## src/rtl/uart_pkg.sv

```systemverilog
// Shared UART constants and receiver state encoding.
// Used by both ends of the link so frame format stays in one place.
package uart_pkg;

    localparam int   UART_DATA_BITS  = 8;
    localparam logic UART_IDLE_LEVEL = 1'b1;

    typedef enum logic [2:0] {
        ST_IDLE,
        ST_START,
        ST_DATA,
        ST_STOP,
        ST_BREAK
    } rx_state_t;

endpackage

```

## src/rtl/uart_rx_sync.sv

```systemverilog
// Two-flop synchronizer for an asynchronous single-bit input.
// Ports: clk, rst (async high), d (async in), q (synchronized out).
module uart_rx_sync #(
    parameter logic RST_VAL = 1'b1
) (
    input  logic clk,
    input  logic rst,
    input  logic d,
    output logic q
);

    logic s1;

    always_ff @(posedge clk or posedge rst) begin
        if (rst) begin
            s1 <= RST_VAL;
            q  <= RST_VAL;
        end else begin
            s1 <= d;
            q  <= s1;
        end
    end

endmodule

```

## src/rtl/uart_receiver.sv

```systemverilog
// UART receiver: 8N1, oversampled bit timer, valid/ack handshake.
// Ports: clk, rst, rx in; data/valid/frame_err/overrun/busy out; ack in.
module uart_receiver
    import uart_pkg::*;
#(
    parameter int CLKS_PER_BIT = 10
) (
    input  logic                      clk,
    input  logic                      rst,
    input  logic                      rx,
    output logic [UART_DATA_BITS-1:0] data,
    output logic                      valid,
    input  logic                      ack,
    output logic                      frame_err,
    output logic                      overrun,
    output logic                      busy
);

    localparam int HALF = CLKS_PER_BIT / 2;
    localparam int CW   = $clog2(CLKS_PER_BIT);
    localparam int BW   = $clog2(UART_DATA_BITS);

    localparam logic [CW-1:0] HALF_M1 = CW'(HALF - 1);
    localparam logic [CW-1:0] LAST    = CW'(CLKS_PER_BIT - 1);
    localparam logic [BW-1:0] BIT_TOP = BW'(UART_DATA_BITS - 1);

    logic rx_s;

    uart_rx_sync #(
        .RST_VAL(UART_IDLE_LEVEL)
    ) u_sync (
        .clk(clk),
        .rst(rst),
        .d  (rx),
        .q  (rx_s)
    );

    rx_state_t                 state, state_next;
    logic [CW-1:0]             cnt;
    logic [BW-1:0]             bitcnt;
    logic [UART_DATA_BITS-1:0] shreg;

    logic cnt_clr;
    logic shift_en;
    logic load;
    logic ferr;

    always_comb begin
        state_next = state;
        cnt_clr    = 1'b0;
        shift_en   = 1'b0;
        load       = 1'b0;
        ferr       = 1'b0;
        unique case (state)
            ST_IDLE: begin
                if (!rx_s) begin
                    state_next = ST_START;
                    cnt_clr    = 1'b1;
                end
            end
            ST_START: begin
                if (cnt == HALF_M1) begin
                    cnt_clr    = 1'b1;
                    state_next = rx_s ? ST_IDLE : ST_DATA;
                end
            end
            ST_DATA: begin
                if (cnt == LAST) begin
                    cnt_clr  = 1'b1;
                    shift_en = 1'b1;
                    if (bitcnt == BIT_TOP)
                        state_next = ST_STOP;
                end
            end
            ST_STOP: begin
                if (cnt == LAST) begin
                    cnt_clr = 1'b1;
                    if (rx_s) begin
                        load       = 1'b1;
                        state_next = ST_IDLE;
                    end else begin
                        ferr       = 1'b1;
                        state_next = ST_BREAK;
                    end
                end
            end
            ST_BREAK: begin
                if (rx_s) begin
                    cnt_clr    = 1'b1;
                    state_next = ST_IDLE;
                end
            end
            default: begin
                state_next = ST_IDLE;
                cnt_clr    = 1'b1;
            end
        endcase
    end

    always_ff @(posedge clk or posedge rst) begin
        if (rst)
            state <= ST_IDLE;
        else
            state <= state_next;
    end

    // Timer only runs in the timed states so it can never wrap.
    always_ff @(posedge clk or posedge rst) begin
        if (rst) begin
            cnt    <= '0;
            bitcnt <= '0;
            shreg  <= '0;
        end else begin
            if (cnt_clr || state == ST_IDLE || state == ST_BREAK)
                cnt <= '0;
            else
                cnt <= cnt + CW'(1);

            if (state == ST_IDLE)
                bitcnt <= '0;
            else if (shift_en)
                bitcnt <= bitcnt + BW'(1);

            // LSB arrives first, so shift in from the top.
            if (shift_en)
                shreg <= {rx_s, shreg[UART_DATA_BITS-1:1]};
        end
    end

    // A load on the same edge as ack wins; overrun only when the
    // previous byte was still pending and not being taken now.
    always_ff @(posedge clk or posedge rst) begin
        if (rst) begin
            data      <= '0;
            valid     <= 1'b0;
            overrun   <= 1'b0;
            frame_err <= 1'b0;
            busy      <= 1'b0;
        end else begin
            frame_err <= ferr;
            busy      <= (state_next != ST_IDLE);
            if (load) begin
                data    <= shreg;
                valid   <= 1'b1;
                overrun <= valid && !ack;
            end else if (ack) begin
                valid   <= 1'b0;
                overrun <= 1'b0;
            end
        end
    end

endmodule
```

## config.mk

```make
export PLATFORM = sky130hd
export DESIGN_NAME = uart_receiver
export DESIGN_NICKNAME = d
export VERILOG_FILES = /design/src/rtl/uart_pkg.sv /design/src/rtl/uart_rx_sync.sv /design/src/rtl/uart_receiver.sv
export SDC_FILE = /design/constraint.sdc
export NUM_CORES = 1
export LEC_CHECK = 0
export ABC_CLOCK_PERIOD_IN_PS = 2350
export BUFFER_PORTS_ARGS = -buffer_cell sky130_fd_sc_hd__buf_2
export CAP_MARGIN = 20
export CORE_MARGIN = 1
export CORE_UTILIZATION = 56
export CTS_CLUSTER_SIZE = 28
export DETAILED_ROUTE_END_ITERATION = 16
export PLACE_DENSITY = 0.77
export SETUP_SLACK_MARGIN = 0.05
export SLEW_MARGIN = 20
export SYNTH_ARGS = -nofsm -noshare
export SYNTH_HDL_FRONTEND = slang
export SYNTH_SLANG_ARGS = --single-unit
export TNS_END_PERCENT = 30
```

## constraint.sdc

```tcl
create_clock -name clk -period 2.35 [get_ports clk]
set_input_delay 0.705 -clock clk [delete_from_list [all_inputs] [get_ports clk]]
set_output_delay 0.705 -clock clk [all_outputs]
set_load 0.1 [all_outputs]
```

==> impl.org, run 1 <==
** Timing
- Final count of pins violating max slew :: 0
- In the final timing run, aggregate negative setup slack is 0 ns.
- Setup violations remaining at the end of the flow were counted as 0.
- Clock skew on the completed layout was measured at 0.00412 ns.
- Across all setup checks in the final design, the least slack found is 0.284 ns.
- Measured against its own limit, the worst slew margin works out to 0.593.
- Pin slew with the least headroom to its limit :: 0.611 ns
- Final Hold Viols :: 0
- Static timing analysis puts the maximum clock frequency at 0.484 GHz.
- In the finished design, the share of the clock period the worst path needs comes to 0.879.
- Post-layout min period :: 2.07 ns
- Unrepaired setup endpoints after global routing :: no

** Synthesis
- Syn Area/Cell :: 13.2 µm²
- Post-Syn Instances :: 109
- By area the synthesized netlist is led by dfrtp_1, mux2_2, mux2_4.
- Sequential area share after synthesis :: 0.560
- Library cells used by synthesis :: 35
- Summing every instance area after synthesis gives 1430 µm².
- Of the post-synthesis cell area, the dominant cell type holds 0.524.
- Library cell with the largest summed area after synthesis :: dfrtp_1
- Counting flops and latches in the post-synthesis netlist gives 32.
- Synthesis produced a netlist with a net count of ~120.
- Number of warnings issued by yosys :: 0

** Floorplanning
- Initial Util :: 0.618
- The die covers 2770 µm².
- I/O pin total :: 16
- Core Box Area :: 2320 µm²
- In this run the vertical extent of the chip is 52.6 µm.
- The die is 52.6 µm wide.
- Number of rows in the core area :: 17

** CTS
- Post-cts resize count :: 0
- The clock net in this run drives a total of 32 sinks.
- Hold repair after CTS inserted 0 buffers.
- In this run, CTS created clock tree buffers numbering 5.
- Maximum clock path buffer count :: 2
- Root buf cell :: clkbuf_4
- Post-CTS repair timing setup buffer count :: 0
- H-tree level count :: 2
- Clock-pin slew was measured on the worst setup and hold paths at ~0.09 ns.
- Clock latency on the worst-skew pair, taken at its later pin, is 0.32 ns.
- TritonCTS built the clock tree.

** Worst hold path
- Type of the worst min-delay path :: reg -> reg

** Critical path
- For the worst setup path, the data required time is 2.56 ns.
- The worst setup path is launched from a register.
- The critical path is of the reg -> reg type.
- Data on the critical path arrives at its endpoint at 2.28 ns.
- The worst setup path is captured at a register.
- Along the worst path, the maximum fanout reaches 13.

** Layout
- The net count of the finished layout is 138.
- Multi-input gate area :: 568 µm²
- For this run, the number of standard cells in the final layout without fillers is 158.
- The area growth from synthesis to layout is 11.3%.
- Core utilization of the finished layout :: 0.689
- Of the cells placed in the final design, the portion with a size suffix greater than 1 is 0.338.
- Leading cell type in the layout, fill and taps excluded :: dfrtp_1
- After filler insertion, the fill cell instance count of the layout stands at 163.
- The repair_antennas step left the layout with diodes totalling 0.
- The top cell types in the final layout, fill and taps aside, are dfrtp_1, buf_2, mux2_2.
- Sequential Area :: between 800 and 900 µm²

** Global routing
- The total overflow left after global routing is 0.
- Maximum number of pins on one net before global-route repair :: 33
- For this run, the total global-route usage over all layers was measured as 0.211.
- First-pass GRT wire length :: 3.95 mm
- The number of global-route vias before repair came to 853.
- The initial antenna violation count was 0.

** Job
- Across the run, the number of max-cap violations was 0.

** Routing
- Initial DRC count :: 7
- First-pass detailed-route iteration total :: 4
- The final layout contains routed wiring with a total length of 2.25 mm.
- Dividing the detail-routed wire length by the instance count gives between 10 and 15 µm.
- Summing over every cut layer, the via total after detailed routing is between 800 and 900.
- DRC violations left :: 0
- Post-route ant nets :: 0
- Number of vias per cell :: 5.58

** Placed design
- Before CTS, the worst setup slack after placement is 0.289 ns.
- Final weighted congestion in routability-driven placement :: 0.754
- In this run the tool buffered the top-level ports with 15 buffer cells.
- Including well taps, the total number of placed cells is 150.
- Detailed placement finished with a half-perimeter wire length of 1.68 mm.

** Power
- For this design the ratio of total power to cell area is between 800 and 900 nW/µm².
- In this run the static leakage power is 0.000827 µW.
- Largest voltage drop on the vdd net :: between 600 and 700 µV

** Status
- The flow ran to the end, and the final reports show no timing, DRC or antenna violations.
flip-flops by register name, summed over array words and instances, names as in the netlist:
name,count
bitcnt,3
busy,1
cnt,4
data,8
frame_err,1
overrun,1
shreg,8
state,3
u_sync.q,1
u_sync.s1,1
valid,1
cell usage after synthesis:
library cell,n
dfstp_2,2
ha_1,5
nor2_1,2
nor3_1,4
a21oi_1,1
nor3b_1,2
a221oi_1,1
nand4b_1,1
clkbuf_1,2
xnor2_1,1
nor4b_1,1
or3b_1,1
dfrtp_1,30
or4b_2,1
nand4bb_4,1
a22oi_1,1
o22ai_1,1
a41oi_1,1
a2bb2oi_1,1
nand3_1,2
mux2_4,5
and3b_1,2
o2111ai_1,1
inv_1,9
nand3b_1,2
nand2_1,4
buf_2,2
buf_6,1
nor2b_1,2
o21ai_0,2
nor4_1,1
or3_1,2
mux2i_1,3
xor2_1,1
mux2_2,11
layer usage:
layer | GRT usage | wire (µm) | vias up
li1 | - | - | 430
met2 | 0.335 | 1190 | 15
met5 | 0 | 0 | -
met1 | 0.248 | 939 | 433
met3 | 0.0870 | 96 | 4
met4 | 0.0921 | 23 | 0
through the flow:
stage / power, µW / hold WS [ns] / area [µm²]
floorplan: 965 / 0.345 / 1430
global placement: 1010 / 0.347 / 1540
detailed placement: 1030 / 0.353 / 1540
CTS: 1350 / 0.366 / 1600
global route: 1420 / 0.369 / 1600
finish: 1330 / 0.362 / 1600
logic make-up after synthesis:
kind of cell / after synthesis / share of synthesized area
buffers and inverters: 14 / 0.0436
adders and majority gates: 5 / 0.0436
xor gates and xnor gates: 2 / 0.0122
and+or+nand+nor: 28 / 0.136
AOI/OAI and AO/OA: 9 / 0.0445
muxes: 19 / 0.160
DFF: 32 / 0.560
worst max-delay path: stages, from the launching register on:
cell       delay [ns]
dfrtp_1          0.41
inv_1            0.08
ha_1             0.24
nand4bb_4        0.15
or3b_1           0.67
mux2_4           0.40
where the power goes:
group | total, µW | switching (µW) | internal [µW]
sequential | 700 | 88.9 | 611
combinational | 316 | 183 | 134
clock | 310 | 162 | 147
final cells by class:
class                           instances  area share
Sequential cell                        32       0.503
Multi-Input combinational cell         63       0.356
Timing Repair Buffer                   18      0.0611
Clock buffer                            8      0.0368
Tap cell                               28      0.0219
Inverter                                9      0.0212
final timing paths:
path	startpoint	end	slack, ns	depth (start not counted)
worst max-delay path	cnt[1]	shreg[7]	0.28	5
worst min register to register	u_sync.s1	u_sync.q	0.36	0
worst max register to register	cnt[1]	shreg[7]	0.28	5
max in group asynchronous	rst	u_sync.s1	1.60	3
worst min-delay path	u_sync.s1	u_sync.q	0.36	0
min in group asynchronous	rst	data[3]	0.44	3
Note: power is estimated with default switching activity, not from simulation.
==> run 2: changes to the inputs <==
--- a/config.mk
+++ b/config.mk
@@ -7,3 +7,3 @@
 export LEC_CHECK = 0
-export ABC_CLOCK_PERIOD_IN_PS = 2350
+export ABC_CLOCK_PERIOD_IN_PS = 1900
 export BUFFER_PORTS_ARGS = -buffer_cell sky130_fd_sc_hd__buf_2
@@ -11,6 +11,6 @@
 export CORE_MARGIN = 1
-export CORE_UTILIZATION = 56
+export CORE_UTILIZATION = 50
 export CTS_CLUSTER_SIZE = 28
 export DETAILED_ROUTE_END_ITERATION = 16
-export PLACE_DENSITY = 0.77
+export PLACE_DENSITY = 0.73
 export SETUP_SLACK_MARGIN = 0.05
@@ -19,2 +19,3 @@
 export SYNTH_HDL_FRONTEND = slang
+export SYNTH_HIERARCHICAL = 1
 export SYNTH_SLANG_ARGS = --single-unit
==> constraint.sdc (replaced) <==
create_clock -name clk -period 1.9 [get_ports clk]
set_input_delay 0.57 -clock clk [delete_from_list [all_inputs] [get_ports clk]]
set_output_delay 0.57 -clock clk [all_outputs]
set_load 0.02 [all_outputs]
==> run 2 against run 1 <==
  * First-iteration DRC count rose to 2.9 times the previous value
  * Worst setup slack got worse by 0.15 ns
  * Largest cell class unchanged
  * Register-to-register slack got worse by 0.15 ns
  * Clock power rose by 29%
  * Cell area rose by 1.8%
  * Sequential power rose by 22%
  * Non-clock buffer count rose by 5
  * Via count rose by 0.23%
  * Worst hold slack got worse by 0.11 ns
  * Die area rose by 7.7%
  * Global-route usage fell by 3.3 points
==> impl.org, run 2 <==
** Synthesis
- Library cells used by synthesis :: 31
- After synthesis, the mean cell area works out to 13.0 µm².
- Yosys attributes the largest share of cell area to dfrtp_1, mux2_4, mux2_2.
- Primary FF master, synth :: dfrtp_1
- Ranked by instance count, the synthesized netlist is headed by dfrtp_1, inv_1, mux2_2, mux2_4, nor2_1.
- The biggest area contributor in the post-synthesis netlist is dfrtp_1.
- Post-Syn Instances :: 106
- Dominant combinational cell family by area after synthesis :: multiplexers
- Flip-flop and latch count after synthesis :: 32
- Adder-Cell Fraction of Synth Area :: 0.0452
- For this run, the number of Yosys warnings is 6.
- Of the total synthesized cell area, the portion taken by AND, OR, NAND and NOR gates is 0.0986.
- Of the synthesized area, sequential elements account for 0.581.
- Compound-cell area share of the yosys netlist :: 0.0552
- Of the total synthesized cell area, the portion taken by XOR and XNOR cells is 0.0127.
- Share of async-settable or async-resettable flops after synthesis :: 1.00
- Dominant cell by count in the synthesized netlist :: dfrtp_1
- Number of enable flip-flop cells after synthesis :: 0
- Cell Area, Synth :: 1380 µm²
- Synth Net Count :: roughly 120
- Mux cell area share after synthesis :: 0.167
- Top-area cell type share of the netlist area :: 0.543

** Routing
- Summed over all layers, the routed wires come to 2.24 mm.
- The detail route stage leaves a number of antenna-violating nets equal to 0.
- After detailed routing, the number of remaining DRC violations is 0.
- Number of vias per cell :: 5.36
- Via count :: 884
- Average routed wire per standard cell :: 13.6 µm
- In this run, the number of DRC markers left after iteration 0 of detailed routing was 20.
- The first TritonRoute pass finished after 4 iterations.

** Layout
- Post-route design area :: between 1500 and 2000 µm²
- The largest registers in the layout are data x8, shreg x8, cnt x4.
- Antenna diodes :: 0
- Number of cells in the finished layout apart from fillers :: 165
- Relative area change from synthesis to final layout :: 17.6%
- The net count of the finished layout is 143.
- Top library cells by usage in the layout, fill and taps aside :: dfrtp_1, buf_2, inv_1
- Core utilization of the finished layout :: 0.639
- In the final layout, the share of cells above drive strength 1 is 0.400.
- Leading cell type in the layout, fill and taps excluded :: dfrtp_1

** Power
- Power spread over the standard cell area amounts to 993 nW/µm².
- IR analysis of the VDD net gives a maximum drop of 844 µV.
- Leak :: between 0.0008 and 0.0009 µW

** Critical path
- WS Path Type :: reg -> reg
- The worst setup path is launched from a register.
- Data required time at the worst endpoint :: ~2.1 ns
- Category of the worst setup path capture point :: register
- Data arrives at the worst endpoint at 1.99 ns.
- Among all stages on the critical path, the largest delay is contributed by or4_4.
- Longest individual stage delay on the worst path :: 0.45 ns
- Critical-path cell list :: inv_2 > ha_4 > nand4b_2 > or4_4 > buf_6 > mux2_4
- Largest fanout of any net on the critical path :: 5

** Status
- Outcome :: completed

** Timing
- The clock arrives with about 0.0084 ns of skew.
- The tightest hold path in the finished design has a slack of 0.251 ns.
- Unrepaired setup endpoints after global routing :: no
- Maximum clock frequency :: 0.566 GHz
- The final count of hold timing violations is 0.
- Setup violations remaining at the end of the flow were counted as 0.
- In the finished design, the share of the clock period the worst path needs comes to 0.931.
- The worst pin sits at a relative slew slack of 0.752.
- At the pin with the least slew margin, the transition time is 0.372 ns.
- Final count of pins violating max slew :: 0
- Total negative slack for setup checks :: 0 ns
- Post-layout min period :: 1.77 ns

** Global routing
- In the global route stage, overall resource usage came out at 0.178.
- Antenna violations before repair :: 0
- Vias in the first global route :: 829
- Maximum number of pins on one net before global-route repair :: 31
- The first global-routing pass estimated ~3.5 mm of wire.
- Remaining global-route overflow :: 0

** CTS
- H-tree level count :: 2
- The clock passes through at most 2 buffers.
- The clock net in this run drives a total of 32 sinks.
- Root buf cell :: clkbuf_4
- Clock-pin slew on the worst setup and hold paths :: 0.10 ns
- The clock reaches the later pin of the worst-skew pair after 0.33 ns.
- Clock tree from TritonCTS :: done
- Buffers inserted during clock tree synthesis total 5.

** Floorplanning
- Measured along the y axis, the die boundary spans 54.6 µm.
- In this run the count of I/O pins placed on the die edge is 16.
- The die covers just under 3000 µm².
- The initial utilization of the core area, before any placement, comes to 0.543.
- The total area inside the core boundary comes to 2540 µm².
- Number of rows in the core area :: 18
- Die extent in x :: 54.6 µm

** Job
- MaxCap Viol Count :: 0

** Placed design
- The congestion estimate from routability-driven global placement came to 0.842.
- Placement-stage cell area :: approximately 1500 µm²
- Placed Instances :: 155
- In this run the tool buffered the top-level ports with 15 buffer cells.
- After legalization and detailed placement, the total HPWL measured 1.47 mm.

** Worst hold path
- Type of the worst min-delay path :: in -> async
-- run 2: cell count changes in the layout (fill, tap and decap cells not counted), sizes merged, moves of 2 or more --
| cell | previous run | this run |
|---|---|---|
| nor3 | 4 | 2 |
| inv | 9 | 11 |
| clkbuf | 8 | 6 |
| clkinv | 0 | 2 |
| nor2 | 2 | 7 |
| o21ai | 2 | 6 |
| and3b | 2 | 0 |
| nor2b | 2 | 0 |
| nor3b | 2 | 0 |
| buf | 18 | 23 |
-- run 2: timing repair --
action / in CTS / in global routing
buffers inserted: 0 / 1
hold buffers: 0 / 0
resized for setup: 0 / 8
setup endpoints to repair: 0 / 9
-- run 2: cell type report --
type	count	area (µm²)
Timing Repair Buffer	23	143
Fill cell	183	920
Clock inverter	2	10.0
Multi-Input combinational cell	61	539
Inverter	11	41.3
Clock buffer	6	51.3
Sequential cell	32	803
Tap cell	30	37.5
-- run 2: final timing paths --
kind	from	end	slack, ns	cells after the start
worst max-delay path	cnt[1]	data[1]	0.13	6
worst min-delay path	rst	u_sync/s1	0.25	2
worst max register to register	cnt[1]	data[1]	0.13	6
worst min register to register	u_sync/s1	u_sync/q	0.36	0
max in group asynchronous	rst	overrun	1.32	3
min in group clk	rx	u_sync/s1	0.33	1
-- run 2: routing by layer --
layer  vias to the layer above  global-route usage  routed length (µm)
li1                        417                   -                   -
met1                       430               0.193                 930
met2                        29               0.281                1140
met3                         8              0.0917                 120
met4                         0              0.0897                  50
met5                         -                   0                   0
-- run 2: kinds of logic after synthesis --
logic type / count (synthesis)
muxes: 18
xor gates and xnor gates: 2
and+or+nand+nor: 24
DFF: 32
buffers and inverters: 13
adders and majority gates: 5
AOI/OAI and AO/OA: 12
-- run 2: report_power, final --
part	total [µW]	internal [µW]	switching, µW
sequential	851	758	93.0
combinational	362	168	194
clock	401	176	226
total	1610	1100	513
-- run 2: through the flow --
stage                     setup WS (ns)  power (µW)
after CTS                        0.0709        1580
after floorplan                   0.160        1090
after global placement            0.137        1150
final                             0.132        1610
after global routing             0.0432        1720
after detailed placement         0.0949        1180
-- run 2: critical path: cells and delay by family (launching register included) --
kind | cells | cell delay, ns
DFF | 1 | 0.42
and+or+nand+nor | 2 | 0.56
adders and majority gates | 1 | 0.13
muxes | 1 | 0.29
buffers and inverters | 2 | 0.25
